`config.mk`:
```
export PLATFORM = sky130hd
export DESIGN_NAME = axis_decim_avg
export DESIGN_NICKNAME = d
export VERILOG_FILES = /design/src/rtl/axis_decim_avg.sv
export SDC_FILE = /design/constraint.sdc
export NUM_CORES = 1
export LEC_CHECK = 0
export BUFFER_PORTS_ARGS = -buffer_cell sky130_fd_sc_hd__buf_4
export CAP_MARGIN = 15
export CORE_MARGIN = 2
export CORE_UTILIZATION = 55
export CTS_CLUSTER_DIAMETER = 200
export DETAILED_ROUTE_END_ITERATION = 6
export HOLD_SLACK_MARGIN = 0.06
export PLACE_DENSITY_LB_ADDON = 0.12
export SLEW_MARGIN = 40
export SYNTH_ARGS = -nofsm -noshare
export SYNTH_HDL_FRONTEND = slang
export SYNTH_SLANG_ARGS = --single-unit
```
`constraint.sdc`:
```
create_clock -name clk -period 10.8 [get_ports clk]
set_clock_uncertainty 0.15 [all_clocks]
set_input_delay 0.54 -clock clk [delete_from_list [all_inputs] [get_ports clk]]
set_output_delay 0.54 -clock clk [all_outputs]
set_load 0.1 [all_outputs]
```
`src/rtl/axis_decim_avg.sv`:
```
// Multi-channel AXI-Stream decimator: per window of (D+1) beats emit either the last beat (drop)
// or the shifted, saturated sum (average). Optional frame-end marking via `DECIM_TLAST_EN.
module axis_decim_avg #(
    parameter int NUM_CH         = 2,
    parameter int DATA_IN_WIDTH  = 12,
    parameter int DATA_OUT_WIDTH = 16,
    parameter int DATA_REG_WIDTH = 32,
    parameter int ACC_WIDTH      = 32
) (
    input  logic                               clk,
    input  logic                               rst_n,
    input  logic                               enable,
    input  logic                               mode,
    input  logic [DATA_REG_WIDTH-1:0]          decimate_reg,
    input  logic [4:0]                         shift_reg,
    input  logic [NUM_CH*DATA_IN_WIDTH-1:0]    in_data,
    input  logic                               in_valid,
    output logic                               in_ready,
    output logic [NUM_CH*DATA_OUT_WIDTH-1:0]   out_data,
    output logic                               out_valid,
    input  logic                               out_ready,
    output logic                               out_last,
    input  logic [15:0]                        frame_len
);

    localparam int W_IN  = DATA_IN_WIDTH;
    localparam int W_OUT = DATA_OUT_WIDTH;

    logic [DATA_REG_WIDTH-1:0]      cnt_q, cnt_d;
    logic [DATA_REG_WIDTH-1:0]      d_lat_q, d_lat_d;
    logic [DATA_REG_WIDTH-1:0]      d_cur;
    logic                           out_valid_q, out_valid_d;
    logic [NUM_CH*W_OUT-1:0]        out_data_q, out_data_d;
    logic [NUM_CH*W_OUT-1:0]        avg_data;
    logic [NUM_CH*W_OUT-1:0]        drop_data;
    logic                           accept;
    logic                           win_close;
    logic                           xfer;

    // While disabled the input side is drained so upstream never stalls.
    assign in_ready  = !enable || !out_valid_q || out_ready;
    assign accept    = in_valid && in_ready && enable;
    assign xfer      = out_valid_q && out_ready;
    // The window length is taken live on the first beat and latched for the rest.
    assign d_cur     = (cnt_q == '0) ? decimate_reg : d_lat_q;
    assign win_close = accept && (cnt_q == d_cur);

    assign out_valid = out_valid_q;
    assign out_data  = out_data_q;

    genvar gi;
    generate
        for (gi = 0; gi < NUM_CH; gi++) begin : g_ch
            logic [W_IN-1:0]      sample;
            logic [ACC_WIDTH-1:0] acc_q, acc_d;
            logic [ACC_WIDTH-1:0] base;
            logic [ACC_WIDTH-1:0] sum;
            logic [ACC_WIDTH-1:0] shifted;

            assign sample  = in_data[gi*W_IN +: W_IN];
            assign base    = (cnt_q == '0) ? '0 : acc_q;
            assign sum     = base + ACC_WIDTH'(sample);
            assign shifted = sum >> shift_reg;

            assign drop_data[gi*W_OUT +: W_OUT] = W_OUT'(sample);

            if (ACC_WIDTH > W_OUT) begin : g_sat
                assign avg_data[gi*W_OUT +: W_OUT] =
                    (|shifted[ACC_WIDTH-1:W_OUT]) ? {W_OUT{1'b1}} : shifted[W_OUT-1:0];
            end else begin : g_nosat
                assign avg_data[gi*W_OUT +: W_OUT] = W_OUT'(shifted);
            end

            // Accumulate regardless of mode so a mode change lands on a valid sum at close.
            always_comb begin
                acc_d = acc_q;
                if (!enable) begin
                    acc_d = '0;
                end else if (accept) begin
                    acc_d = sum;
                end
            end

            always_ff @(posedge clk) begin
                if (!rst_n) begin
                    acc_q <= '0;
                end else begin
                    acc_q <= acc_d;
                end
            end
        end
    endgenerate

    always_comb begin
        cnt_d       = cnt_q;
        d_lat_d     = d_lat_q;
        out_valid_d = out_valid_q;
        out_data_d  = out_data_q;

        if (!enable) begin
            cnt_d = '0;
        end else if (accept) begin
            if (cnt_q == '0) begin
                d_lat_d = decimate_reg;
            end
            cnt_d = win_close ? '0 : cnt_q + DATA_REG_WIDTH'(1);
        end

        if (xfer) begin
            out_valid_d = 1'b0;
        end
        // A closing window reloads the register even on the cycle it transfers.
        if (win_close) begin
            out_valid_d = 1'b1;
            out_data_d  = mode ? avg_data : drop_data;
        end
    end

    always_ff @(posedge clk) begin
        if (!rst_n) begin
            cnt_q       <= '0;
            d_lat_q     <= '0;
            out_valid_q <= 1'b0;
            out_data_q  <= '0;
        end else begin
            cnt_q       <= cnt_d;
            d_lat_q     <= d_lat_d;
            out_valid_q <= out_valid_d;
            out_data_q  <= out_data_d;
        end
    end

`ifdef DECIM_TLAST_EN
    logic [15:0] beat_cnt_q, beat_cnt_d;
    logic [15:0] flen_q, flen_d;
    logic [15:0] flen_eff;

    // Frame length is re-sampled only at the start of each frame; zero behaves as one.
    assign flen_eff = (beat_cnt_q == 16'd0) ? ((frame_len == 16'd0) ? 16'd1 : frame_len) : flen_q;
    assign out_last = out_valid_q && (beat_cnt_q == flen_eff - 16'd1);

    always_comb begin
        beat_cnt_d = beat_cnt_q;
        flen_d     = flen_q;
        if (beat_cnt_q == 16'd0) begin
            flen_d = flen_eff;
        end
        if (!enable) begin
            beat_cnt_d = 16'd0;
        end else if (xfer) begin
            beat_cnt_d = out_last ? 16'd0 : beat_cnt_q + 16'd1;
        end
    end

    always_ff @(posedge clk) begin
        if (!rst_n) begin
            beat_cnt_q <= 16'd0;
            flen_q     <= 16'd1;
        end else begin
            beat_cnt_q <= beat_cnt_d;
            flen_q     <= flen_d;
        end
    end
`else
    logic unused_frame_len;
    assign unused_frame_len = ^frame_len;
    assign out_last         = 1'b0;
`endif

endmodule

```
==> results.txt, run 1 <==
status -> complete, but fails checks
failing checks -> design-rule violations
origin of the critical flop-to-flop path -> cnt_q[0]
vias -> 15774
Leak Pwr -> 5.960 nW
overall die area -> 28100 um^2
CTS Root Cell -> clkbuf_16
Tcrit/Tclk final -> 0.6993
ys flop type -> dfxtp_1
CTS Sinks -> 161
actual transition at the worst max-transition pin -> 0.9105 ns
first-pass iteration count of the detailed router -> 7
GP Congestion -> 0.9851
CP Max Fanout -> 52
critical path type -> reg -> reg
max cap viols -> 0
Slew Limit Headroom -> 0.3917
Hold Path Class -> in -> reg
EDFF count, synth -> 0
post_cts resized -> 0
gr busiest metal -> met2
Syn Nets -> 2095
YS warnings -> 0
CTS buffer count -> 17
Clock Latency Late Sink -> 0.46 ns
hold path start -> decimate_reg[26]
DR iter-0 viols -> 1507
hpwl dp -> 37850 um
global route total overflow -> 0
final core occ -> 0.6132
Syn Std Cell Area -> 14720 um^2
Port Buf Inserts -> 100
final net count -> 2085
Core ar. -> 26210 um^2
wire length per cell -> 22.77 um
Area Growth Syn to Fin -> 9.135%
setup_tns -> 0 ns
Die Wd -> 167.6 um
gr usage total -> 0.3703
via density per instance -> 6.787
layout cells sized above 1 -> 0.1404
met2 usage -> 0.6464
M3 GR Usage -> 0.05554
met1 usage -> 0.4275
Die Y -> 167.6 um
Post-Route WL -> 52920 um
sequential-to-total area share from yosys stat -> 0.2189
DRC viols -> 2
CTS tree -> done
Fillers -> 2469
flop and latch count out of synthesis -> 161
pwr dens -> 94.52 nW/um^2
Min Clock Period, post-route -> 7.553 ns
FP Rows -> 59
Finish-stage setup viols -> 0
synthesized instance count -> 1984
Post-CTS Hold Buffers -> 0
syn_area_per_cell -> 7.421 um^2
CTS H-tree depth -> 4
largest net degree at the start of global routing -> 68
boundary pin count -> 118
maximum clock path buffer count -> 2
Crit path required time -> 10.97 ns
Final Hold Fails -> 0
RSZ-0062 raised after global routing -> no
critical path arrival -> 7.72 ns
CP endpoint kind -> flop
Peak VDD IR -> 0.00009742 V
crit path launch -> cnt_q[0]
antenna violations before repair -> 1
fraction of registers with async set/reset -> 0
clk slew on worst S/H paths -> 0.09 ns
first-pass GRT wire length -> 82770 um
Antenna Nets Post-Route -> 0
Slew Limit Fails -> 0
count of cell types in the netlist -> 113
Initial Utilization -> 0.5619
vias in the first global route -> 15123
setup bufs post-CTS -> 0
f_max -> 0.1324 GHz
startpoint types -> flop
[worst max-delay path, cell delays in order, from the launching register on]
cell	delay, ns
dfxtp_1	0.40
inv_1	0.09
ha_1	0.14
nor4b_4	0.29
and4_1	0.49
nand2_2	0.27
buf_4	0.40
and2_1	0.26
ha_1	0.48
inv_1	0.22
nor4_4	0.58
a211oi_4	0.26
o311a_1	0.39
nor4_1	0.59
mux2i_1	0.20
a211oi_1	0.55
and4_1	0.32
o2111ai_2	0.38
a2111oi_0	0.80
o21ai_1	0.14
[final timing paths]
path                                           to  slack, ns  depth (start not counted)
worst max-delay path                 out_data[21]       3.25                         19
worst min-delay path                  d_lat_q[26]       0.18                          3
worst max register to register       out_data[21]       3.25                         19
worst min register to register  g_ch[0].acc_q[11]       0.30                          2
[cells in the final DEF (no fill, tap or decap), types with 48 or more instances in the layout]
| cell | count |
|---|---|
| a21oi_1 | 156 |
| buf_4 | 122 |
| dfxtp_1 | 161 |
| mux2i_1 | 60 |
| nand2_1 | 266 |
| nand3_1 | 61 |
| nor2_1 | 196 |
| nor3_1 | 58 |
| o21ai_0 | 94 |
| xnor2_1 | 67 |
| xor2_1 | 48 |
[cell families (layout without fill, tap and decap cells)]
| family | after synthesis | count (layout) | share of synthesized area |
|---|---|---|---|
| simple gates | 807 | 807 | 0.2746 |
| fa+ha+maj | 29 | 29 | 0.02549 |
| xor+xnor | 117 | 117 | 0.07061 |
| mux | 92 | 92 | 0.08209 |
| buf+inv | 194 | 197 | 0.05608 |
| other cells | 1 | 3 | 0.0002547 |
| compound gates | 583 | 583 | 0.2719 |
| flops | 161 | 161 | 0.2189 |
[where the power goes]
part / total, mW / switching [mW] / internal (mW)
clock network: 0.650 / 0.332 / 0.318
logic: 0.264 / 0.173 / 0.0918
registers: 0.605 / 0.00368 / 0.601
[metrics by stage]
step	cells	power, mW	hold WS [ns]	setup WS [ns]	area, um^2
finish	2324	1.519	0.1762	3.247	16070
global route	2323	1.561	0.1823	3.023	16070
CTS	2322	1.513	0.1717	3.523	16050
detailed placement	2290	0.8755	0.2922	3.526	15450
global placement	2290	0.8718	0.2876	3.436	15420
floorplan	1984	0.7949	0.2817	4.707	14720
[synthesized netlist by cell type (13+ instances only)]
| master | n | share of area |
|---|---|---|
| nand3_1 | 63 | 0.021 |
| inv_1 | 38 | 0.0097 |
| a211o_1 | 15 | 0.0089 |
| buf_2 | 28 | 0.0095 |
| nand4_1 | 25 | 0.011 |
| clkbuf_1 | 90 | 0.023 |
| ha_1 | 26 | 0.022 |
| xor2_1 | 48 | 0.029 |
| xnor2_1 | 67 | 0.040 |
| o211ai_1 | 22 | 0.011 |
| a21oi_1 | 157 | 0.053 |
| mux4_2 | 22 | 0.034 |
| nor4_1 | 17 | 0.0072 |
| a2111oi_0 | 14 | 0.0083 |
| nor3_1 | 59 | 0.020 |
| a21o_1 | 18 | 0.0092 |
| dfxtp_1 | 161 | 0.22 |
| o21ai_0 | 94 | 0.032 |
| and2_1 | 39 | 0.017 |
| nor2_1 | 199 | 0.051 |
| a31oi_1 | 26 | 0.011 |
| o31ai_1 | 13 | 0.0066 |
| and3_1 | 32 | 0.014 |
| buf_1 | 20 | 0.0051 |
| a211oi_1 | 30 | 0.015 |
| o22ai_1 | 16 | 0.0068 |
| nand2_1 | 269 | 0.069 |
| mux2i_1 | 60 | 0.041 |
| a22oi_1 | 28 | 0.014 |
| o21ai_1 | 17 | 0.0058 |
[sequential cells by signal, summed over array words and instances, names as in the netlist]
register / cells
cnt_q: 32
d_lat_q: 32
g_ch.acc_q: 64
out_data: 32
out_valid: 1
[cell type report]
type / instances / area [um^2] / share of cell area
Sequential cell: 161 / 3223 / 0.2006
Antenna cell: 2 / 5.005 / 0.0003115
Inverter: 43 / 161.4 / 0.01004
Clock buffer: 18 / 439.2 / 0.02733
Clock inverter: 14 / 160.2 / 0.009967
Timing Repair Buffer: 122 / 915.9 / 0.05700
Multi-Input combinational cell: 1629 / 10750 / 0.6687
Tap cell: 335 / 419.2 / 0.02608
[layer usage]
metal  vias up  wire [um]
met4         0       3254
met2       829      25880
met1      7449      19890
met3       209       3890
li1       7287          -
met5         -          0
Power figures use the tool's default switching activity.
==> inputs of run 2 (changes only) <==
- clock period: 10.8 -> 7.4 ns (I/O delays scaled with it)
==> results.txt, run 2 (synthesized netlist as in run 1, its figures left out) <==
status -> complete, but fails checks
failing checks -> design-rule violations
Tcrit/Tclk final -> 0.9160
Clock Latency Late Sink -> 0.45 ns
largest net degree at the start of global routing -> 68
CP endpoint kind -> flop
R2R Setup Slk -> 0.62 ns
f_max -> 0.1475 GHz
Post-CTS Hold Buffers -> 33
gr usage total -> 0.3787
max reg flops -> 64
critical path type -> reg -> reg
Area Growth Syn to Fin -> 11.85%
max cap viols -> 0
Min Clock Period, post-route -> 6.779 ns
Placed Area -> 15550 um^2
vias in the first global route -> 15181
pwr dens -> 135.7 nW/um^2
Slew Limit Fails -> 0
Net Sw Frac -> 0.3258
FP Rows -> 59
vias -> 15876
startpoint types -> flop
via density per instance -> 6.702
Fillers -> 2378
DRC viols -> 1
Slew Limit Headroom -> 0.4158
Final Hold Fails -> 0
Die Y -> 167.6 um
global route total overflow -> 0
Core ar. -> 26210 um^2
Crit path required time -> 7.58 ns
DR iter-0 viols -> 1525
Top reg by flops -> g_ch.acc_q
CTS Sinks -> 161
overall die area -> 28100 um^2
Post-Route WL -> 53920 um
CTS Root Cell -> clkbuf_16
CTS buffer count -> 17
setup bufs post-CTS -> 0
final net count -> 2132
CTS tree -> done
Final Instance Area -> 16470 um^2
Port Buf Inserts -> 100
area of the multi-input gates -> 10720 um^2
maximum clock path buffer count -> 2
Peak VDD IR -> 0.0001201 V
Die Wd -> 167.6 um
Antenna Cells -> 0
Seq pwr share -> 0.395
Initial Utilization -> 0.5619
antenna violations before repair -> 0
actual transition at the worst max-transition pin -> 0.8745 ns
most frequent cells in the layout -> nand2_1 (266), nor2_1 (197), dfxtp_1 (161), a21oi_1 (157), buf_4 (136)
GP Congestion -> 0.9935
Leak Pwr -> 6.160 nW
setup_tns -> 0 ns
wire length per cell -> 22.76 um
commonest non-fill, non-tap cell in the layout -> nand2_1
first-pass GRT wire length -> 84120 um
boundary pin count -> 118
clk slew on worst S/H paths -> 0.08 ns
hpwl dp -> 38360 um
Psw -> 728.2 uW
Antenna Nets Post-Route -> 0
CTS H-tree depth -> 4
CP Max Fanout -> 15
RSZ-0062 raised after global routing -> no
first-pass iteration count of the detailed router -> 7
Hold Path Class -> in -> reg
Pint -> 1.507 mW
Finish-stage setup viols -> 0
Combinational Power Share -> 0.182
Storage cell area -> 3223 um^2
post_cts resized -> 0
Pwr Total -> 2.235 mW
layout cells sized above 1 -> 0.1421
critical path arrival -> 6.96 ns
clock power share -> 0.424
==> run 2: changes by cell type in the layout (fill, tap and decap cells not counted), moves of 2 or more <==
cell and change:
buf_4 +14, dlygate4sd3_1 +33, clkinvlp_4 +3, inv_8 +2
diode_2 -2, clkinv_4 -4, clkinv_8 -2
==> run 2: final timing paths <==
check,endpoint,from,cells past startpoint
setup / recovery,out_data[21],cnt_q[24],17
hold / removal,out_data[27],in_data[23],3
setup reg to reg,out_data[21],cnt_q[24],17
hold reg to reg,g_ch[1].acc_q[10],g_ch[1].acc_q[10],2
==> run 2: worst max-delay path: stages (launching register included) <==
cell,delay (ns)
dfxtp_1,0.43
nor4_4,0.33
and4_1,0.44
nand2_2,0.27
and2_1,0.24
ha_1,0.20
fa_1,0.44
a21oi_1,0.30
o211ai_2,0.21
a211oi_4,0.73
nor4b_1,0.12
nor4_1,0.60
o32ai_1,0.19
a21oi_1,0.58
and4_1,0.34
o2111ai_2,0.27
a2111oi_0,0.66
o21ai_1,0.13
==> run 2: power groups by stage <==
stage	Clock [mW]	Sequential (mW)	Combinational, mW
3_5_place_dp	0	0.902	0.379
4_1_cts	0.950	0.882	0.394
5_1_grt	0.982	0.883	0.434
2_1_floorplan	0	0.902	0.259
3_3_place_gp	0	0.902	0.376
6_report	0.947	0.882	0.406
==> run 2: per-layer routing <==
layer  share of wire  global-route usage  up-vias
met4           0.063              0.2291        0
met2            0.49              0.6625      802
li1                -                   -     7378
met3           0.068             0.05578      221
met5               0                   0        -
met1            0.38              0.4386     7475
==> run 2: per-stage QoR <==
stage          instances  hold WS (ns)  utilization  worst slack [ns]
4_1_cts             2369       0.07953       0.6283            0.8484
3_5_place_dp        2304        0.2921       0.5932            0.8947
5_1_grt             2369        0.1011       0.6284            0.2691
6_report            2369       0.07279       0.6284            0.6213
3_3_place_gp        2304        0.2878       0.5924            0.7157
2_1_floorplan       1984        0.2817            -             1.307
==> run 2: area by class of cell <==
| class | instances | area share |
|---|---|---|
| Clock buffer | 18 | 0.02606 |
| Clock inverter | 14 | 0.009725 |
| Inverter | 43 | 0.009801 |
| Multi-Input combinational cell | 1629 | 0.6512 |
| Sequential cell | 161 | 0.1957 |
| Tap cell | 335 | 0.02545 |
| Timing Repair Buffer | 169 | 0.08205 |
